**src/rtl/dac_spi_tx.sv**
```systemverilog
// Drives a 12-bit SPI DAC: saturates a signed sample, offset-binary encodes it, shifts a 16-bit frame MSB first.
// Latency: sync_n falls the cycle after start is accepted; busy lasts 34*CLK_DIV cycles; start is ignored while busy.
module dac_spi_tx #(
  parameter int cant_bits = 13,
  parameter int CLK_DIV   = 4
) (
  input  logic                        clk,
  input  logic                        rst,
  input  logic signed [cant_bits-1:0] dato_in,
  input  logic                        start,
  output logic                        busy,
  output logic                        done,
  output logic                        sync_n,
  output logic                        sclk,
  output logic                        sdin
);

  localparam int CW = (CLK_DIV > 1) ? $clog2(CLK_DIV) : 1;
  localparam logic signed [cant_bits-1:0] SAT_HI = cant_bits'(2047);
  localparam logic signed [cant_bits-1:0] SAT_LO = cant_bits'(-2048);

  typedef enum logic [1:0] {IDLE, SHIFT, GAP} state_t;

  state_t       state, state_d;
  logic [CW-1:0] hcnt, hcnt_d;
  logic [4:0]   ph, ph_d;
  logic [14:0]  shreg, shreg_d;
  logic         sync_n_d, sclk_d, sdin_d, busy_d, done_d;
  logic [11:0]  sat;
  logic [15:0]  frame;
  logic         half_end;

  always_comb begin
    if (dato_in > SAT_HI)      sat = 12'h7FF;
    else if (dato_in < SAT_LO) sat = 12'h800;
    else                       sat = dato_in[11:0];
    frame = {4'b0000, ~sat[11], sat[10:0]};
  end

  assign half_end = (hcnt == CW'(CLK_DIV - 1));

  always_ff @(posedge clk or negedge rst) begin
    if (!rst) begin
      state  <= IDLE;
      hcnt   <= '0;
      ph     <= '0;
      shreg  <= '0;
      sync_n <= 1'b1;
      sclk   <= 1'b1;
      sdin   <= 1'b0;
      busy   <= 1'b0;
      done   <= 1'b0;
    end else begin
      state  <= state_d;
      hcnt   <= hcnt_d;
      ph     <= ph_d;
      shreg  <= shreg_d;
      sync_n <= sync_n_d;
      sclk   <= sclk_d;
      sdin   <= sdin_d;
      busy   <= busy_d;
      done   <= done_d;
    end
  end

  always_comb begin
    state_d = state;
    case (state)
      IDLE:    if (start) state_d = SHIFT;
      SHIFT:   if (half_end && ph == 5'd31) state_d = GAP;
      GAP:     if (half_end && ph == 5'd1) state_d = IDLE;
      default: state_d = IDLE;
    endcase
  end

  // ph counts SCLK half-periods: even = high, odd = low; ends at the 32nd half-period
  always_comb begin
    hcnt_d   = hcnt;
    ph_d     = ph;
    shreg_d  = shreg;
    sync_n_d = sync_n;
    sclk_d   = sclk;
    sdin_d   = sdin;
    busy_d   = busy;
    done_d   = 1'b0;
    case (state)
      IDLE: begin
        hcnt_d = '0;
        ph_d   = '0;
        if (start) begin
          shreg_d  = frame[14:0];
          sdin_d   = frame[15];
          sync_n_d = 1'b0;
          sclk_d   = 1'b1;
          busy_d   = 1'b1;
        end
      end
      SHIFT: begin
        hcnt_d = half_end ? '0 : hcnt + 1'b1;
        if (half_end) begin
          ph_d = ph + 5'd1;
          if (!ph[0]) begin
            sclk_d = 1'b0;
          end else if (ph == 5'd31) begin
            sync_n_d = 1'b1;
            sclk_d   = 1'b1;
            sdin_d   = 1'b0;
            ph_d     = '0;
          end else begin
            sclk_d  = 1'b1;
            sdin_d  = shreg[14];
            shreg_d = {shreg[13:0], 1'b0};
          end
        end
      end
      GAP: begin
        hcnt_d = half_end ? '0 : hcnt + 1'b1;
        if (half_end) begin
          if (ph == 5'd1) begin
            ph_d   = '0;
            busy_d = 1'b0;
            done_d = 1'b1;
          end else begin
            ph_d = ph + 5'd1;
          end
        end
      end
      default: ;
    endcase
  end

endmodule

```
**config.mk**
```make
export PLATFORM = sky130hd
export DESIGN_NAME = dac_spi_tx
export DESIGN_NICKNAME = d
export VERILOG_FILES = /design/src/rtl/dac_spi_tx.sv
export SDC_FILE = /design/constraint.sdc
export NUM_CORES = 1
export LEC_CHECK = 0
export ABC_AREA = 1
export CORE_UTILIZATION = 51
export CTS_BUF_LIST = sky130_fd_sc_hd__clkbuf_4 sky130_fd_sc_hd__clkbuf_8
export DETAILED_ROUTE_END_ITERATION = 7
export PLACE_DENSITY = 0.78
export RECOVER_POWER = 25
export SYNTH_ARGS = -nofsm -noshare
export SYNTH_HDL_FRONTEND = slang
export SYNTH_SLANG_ARGS = --single-unit
```
**constraint.sdc**
```tcl
create_clock -name clk -period 1.6 [get_ports clk]
set_input_delay 0.24 -clock clk [delete_from_list [all_inputs] [get_ports clk]]
set_output_delay 0.24 -clock clk [all_outputs]
set_load 0.05 [all_outputs]
```
# ---- Word level (Yosys, flattened, before mapping)
# Cells that the tools add are included.
dict set report op_classes {
  bitwise 1
  add_sub_neg 2
  n_lt_le_gt_ge 2
  eq_ne 14
  reduce_logical 15
  muxes 38
}
# op count
set ops {}
lappend ops {{$mux W15} 4}
lappend ops {{$pmux W15 S2} 1}
lappend ops {{$mux W5} 5}
lappend ops {{$mux W12} 2}
lappend ops {{$ne A2 B2 Y1 const B} 9}
lappend ops {{$mux W1} 15}
lappend ops {{$pmux W5 S3} 1}
lappend ops {{$gt A13 B12 Y1 const B} 1}
lappend ops {{$lt A13 B12 Y1 const B} 1}
lappend ops {{$reduce_and A5 Y1} 2}
lappend ops {{$reduce_and A3 Y1} 3}
lappend ops {{$mux W2} 4}
lappend ops {{$pmux W1 S2} 4}
lappend ops {{$reduce_and A4 Y1} 2}
lappend ops {{$pmux W2 S3} 1}
lappend ops {{$reduce_bool A2 Y1} 3}
lappend ops {{$add A5 B1 Y5 const B} 1}
lappend ops {{$eq A5 B1 Y1 const B} 1}
lappend ops {{$eq A5 B5 Y1 const B} 1}
lappend ops {{$eq A2 B2 Y1 const B} 2}
lappend ops {{$pmux W2 S2} 1}
lappend ops {{$reduce_bool A3 Y1} 1}
lappend ops {{$add A2 B1 Y2 const B} 1}
lappend ops {{$eq A2 B1 Y1 const B} 1}
lappend ops {{4 further kinds} 5}
dict set report totals {
  output_inout_bits 5
  ff_bits 29
  inputBits 16
}

# ---- Depth between registers and ports, before layout
dict set report depth {
  ltp_word 6
  depth_mapped 10
  mapped_depth_nobuf 10
}

# ---- Least setup slack after synthesis
# Ideal clock, no wire load.
dict set report synth_timing {
  path_kind {reg2reg}
  from {register ph[0]}
  to {register ph[2]}
  synth_period_minus_slack_ns 1.524
  required_ns 1.523
  slack_ns 0.076
  arrival_ns 1.447
  path_stages_with_launch 10
  path_buffers 0
  setup_time_ns 0.077
  path_cell_list {dfrtp_1 > ha_1 > nand2_1 > nor2_1 > ha_1 > nor2_1 > nor2_1 > nand2_1 > nand2_1 > a21oi_1}
}
dict set report synth_between {
  elab_chain_cells 5
  word_cells_on_any_way 9
  classes_between {add/sub: 1; eq/ne: 2; mux: 6}
}
# item line
set synth_lines {}
lappend synth_lines {{from (decl)} 26} ;# logic [4:0] ph, ph_d;
lappend synth_lines {{from (signal assigned)} 56} ;# ph <= ph_d;
lappend synth_lines {{$add A5 B1 Y5 or $eq A5 B5 Y1 (tied branches)} {101, 124, 104}}
lappend synth_lines {{$mux W5} 104} ;# end else if (ph == 5'd31) begin
lappend synth_lines {{$mux W5} 102} ;# if (!ph[0]) begin
lappend synth_lines {{$mux W5} 100} ;# if (half_end) begin
lappend synth_lines {{$pmux W5 S3 (*)} 86} ;# case (state)
# Every way passes the cells marked *; elsewhere a longest branch is shown, timed or not. The select of a mux whose other input is x is not followed.
# A chain may end at the register's enable or synchronous reset.

# ---- Final worst setup path
dict set report layout_timing {
  from {register ph[1]}
  to {register ph[2]}
}
# The elaborated chain is that of the path after synthesis.

==> results.sh <==
export IMPL_status="complete, but fails checks"
export IMPL_violations="DRC"
export IMPL_pre_cts_ws_ps=-17.4
export IMPL_vdd_drop_max_v=0.00117
export IMPL_viasPerCell=4.97
export IMPL_p_leak_nw=1.10
export IMPL_fin_crit_sh=0.958
export IMPL_die_y_um=57.7
export IMPL_crit_type="register to register"
export IMPL_path_max_fanout=4
export IMPL_mostFrequentLayoutCell="nand2_1"
export IMPL_cts_tree="done"
export IMPL_worst_pin_slew_ps=709
export IMPL_htreeDepth=2
export IMPL_dp_hpwl_um=2290
export IMPL_path_clk_slew_ps=90
export IMPL_rows=19
export IMPL_drt_first_pass_iters=6
export IMPL_fin_cells=285
export IMPL_diodes=0
export IMPL_finalInstanceArea_mm2=0.00208
export IMPL_yosys_area_top_type="dfrtp_1"
export IMPL_layout_common_cells="nand2_1 (82), dfrtp_1 (26), nor2_1 (21), inv_1 (17), buf_4 (16)"
export IMPL_cts_root_buf="clkbuf_4"
export IMPL_ff2ff_setup_slack_ps=70
export IMPL_worst_slack_ps=67.5
export IMPL_overflow=0
export IMPL_die_area_mm2=0.00333
export IMPL_grt_use_total=0.213
export IMPL_slew_headroom=0.527
export IMPL_min_path_type="input port to async pin"
export IMPL_port_buffers=20
export IMPL_hold_violations=0
export IMPL_fmax_ghz=0.653
export IMPL_drc=2
export IMPL_ys_top_cells_by_area="dfrtp_1 (43%), nand2_1 (20%), ha_1 (6.3%)"
export IMPL_synth_fp_nets=236
export IMPL_arrival_ps=1780
export IMPL_clock_skew_ps=10.1
export IMPL_cts_buffer_depth=2
export IMPL_powerDensity_mw_per_mm2=1810
export IMPL_gp_congestion=0.778
export IMPL_boundaryPins=21
export IMPL_ys_seq_area_frac=0.461
export IMPL_setup_viol=0
export IMPL_antenna_found_initial=0
export IMPL_syn_area_mm2=0.00158
export IMPL_start_util=0.554
export IMPL_grt_pass1_vias=1260
export IMPL_reg2reg_depth=9
export IMPL_yosysWarnings=0
export IMPL_antenna_left=0
export IMPL_drt_wl_total_um=3230
export IMPL_period_needed_ps=1530
export IMPL_fp_dieW_um=57.7
export IMPL_num_vias=1416
export IMPL_drtIter0Drc=82
export IMPL_avgSynthCellArea_um2=7.45
export IMPL_cts_sinks=29
export IMPL_numCtsBuffers=5
export IMPL_drv_slew=0
export IMPL_wl_per_cell_um=11.3
export IMPL_netlist_area_leader_share=0.428
export IMPL_syn_to_final_growth_pct=31.7
export IMPL_crit_required_ps=1850
export IMPL_cp_start_kind="register"
export IMPL_grt_pass1_wl_um=5350
export IMPL_worstSetupEndpointType="register"
export IMPL_synth_seq_cells=29
export IMPL_maxCapViolations=0
export IMPL_synth_distinct_cells=20
export IMPL_dp_cells=273
export IMPL_placed_area_mm2=0.00191
export IMPL_nets=277
export IMPL_clk_latency_ps=330
export IMPL_design_core_area_mm2=0.00285
export IMPL_tns_ps=0
export IMPL_drive_above_1_share=0.205
export IMPL_syn_inst=212
export IMPL_final_core_util=0.729
export IMPL_grt_max_degree=30
sequential cells by signal (all words and copies together), names as in the netlist:
| signal | count |
|---|---|
| sdin | 1 |
| done | 1 |
| state | 2 |
| sync_n | 1 |
| hcnt | 2 |
| ph | 5 |
| busy | 1 |
| sclk | 1 |
| shreg | 15 |
cell families after synthesis:
group / after synthesis / share of synthesized area
adder cells (fa/ha/maj): 8 / 0.0633
AO/OA/AOI/OAI: 21 / 0.0697
flip-flops: 29 / 0.461
XOR/XNOR: 1 / 0.00554
AND/OR/NAND/NOR: 129 / 0.339
buffers and inverters: 24 / 0.0618
synth_stat cells (all sizes together):
cell and count:
a21oi 8, buf 2, dfrtp 27, dfstp 2, ha 8, inv 22
nand2 87, nand3 14, nand3b 1, nor2 26, nor3 1, o21a 1
o21ai 11, o31ai 1, xor2 1
report_power, final:
part | switching (W) | internal, W | total, W
Combinational | 0.00125 | 0.000884 | 0.00213
Clock | 0.000246 | 0.000250 | 0.000497
Sequential | 0.000144 | 0.00100 | 0.00114
Total | 0.00164 | 0.00214 | 0.00377
critical path, cell delays in order (launching register included):
cell and delay, ps:
dfrtp_1 420, ha_2 200, nand2_1 80, nor2_2 40, ha_2 210, nor2_4 160, nor2_1 80, nand2_1 100
nand2_1 60, a21oi_1 120
final cells by class:
type / count / area [um^2]
clock buffer: 8 / 66.3
fill: 210 / 772
inverter: 22 / 85.1
multi-input combinational: 159 / 815
sequential: 29 / 729
tap: 31 / 38.8
timing repair buffer: 36 / 347
through the flow:
stage / total power, W / hold slack [ps]
CTS: 0.00362 / 285
finish: 0.00377 / 479
floorplan: 0.00244 / -55.6
global placement: 0.00293 / 457
global route: 0.00409 / 490
detailed placement: 0.00297 / 459
metal layers:
| layer | vias to the layer above | GRT usage | wire [um] |
|---|---|---|---|
| met5 | - | 0 | 0 |
| met4 | 0 | 0.102 | 76 |
| met3 | 10 | 0.0469 | 103 |
| met2 | 20 | 0.319 | 1500 |
| met1 | 640 | 0.297 | 1550 |
| li1 | 746 | - | - |
path summary, 6_finish.rpt:
check,startpoint,end
max,ph[1]$_DFFE_PN0P_,ph[2]$_DFFE_PN0P_
min,rst,shreg[0]$_DFFE_PN0P_
max reg2reg,ph[1]$_DFFE_PN0P_,ph[2]$_DFFE_PN0P_
min reg2reg,shreg[12]$_DFFE_PN0P_,shreg[12]$_DFFE_PN0P_
max in group asynchronous,rst,state[0]$_DFFE_PN0P_
min in group clk,shreg[12]$_DFFE_PN0P_,shreg[12]$_DFFE_PN0P_
what timing repair did:
item                                    in CTS  in global routing
buffers inserted                             3                  1
endpoints found under the hold margin        0                  0
endpoints found under the setup margin      10                 24
hold buffers                                 0                  0
pin swaps                                    1                  3
resized for setup                            0                 22
Note: power is estimated with default switching activity, not from simulation.
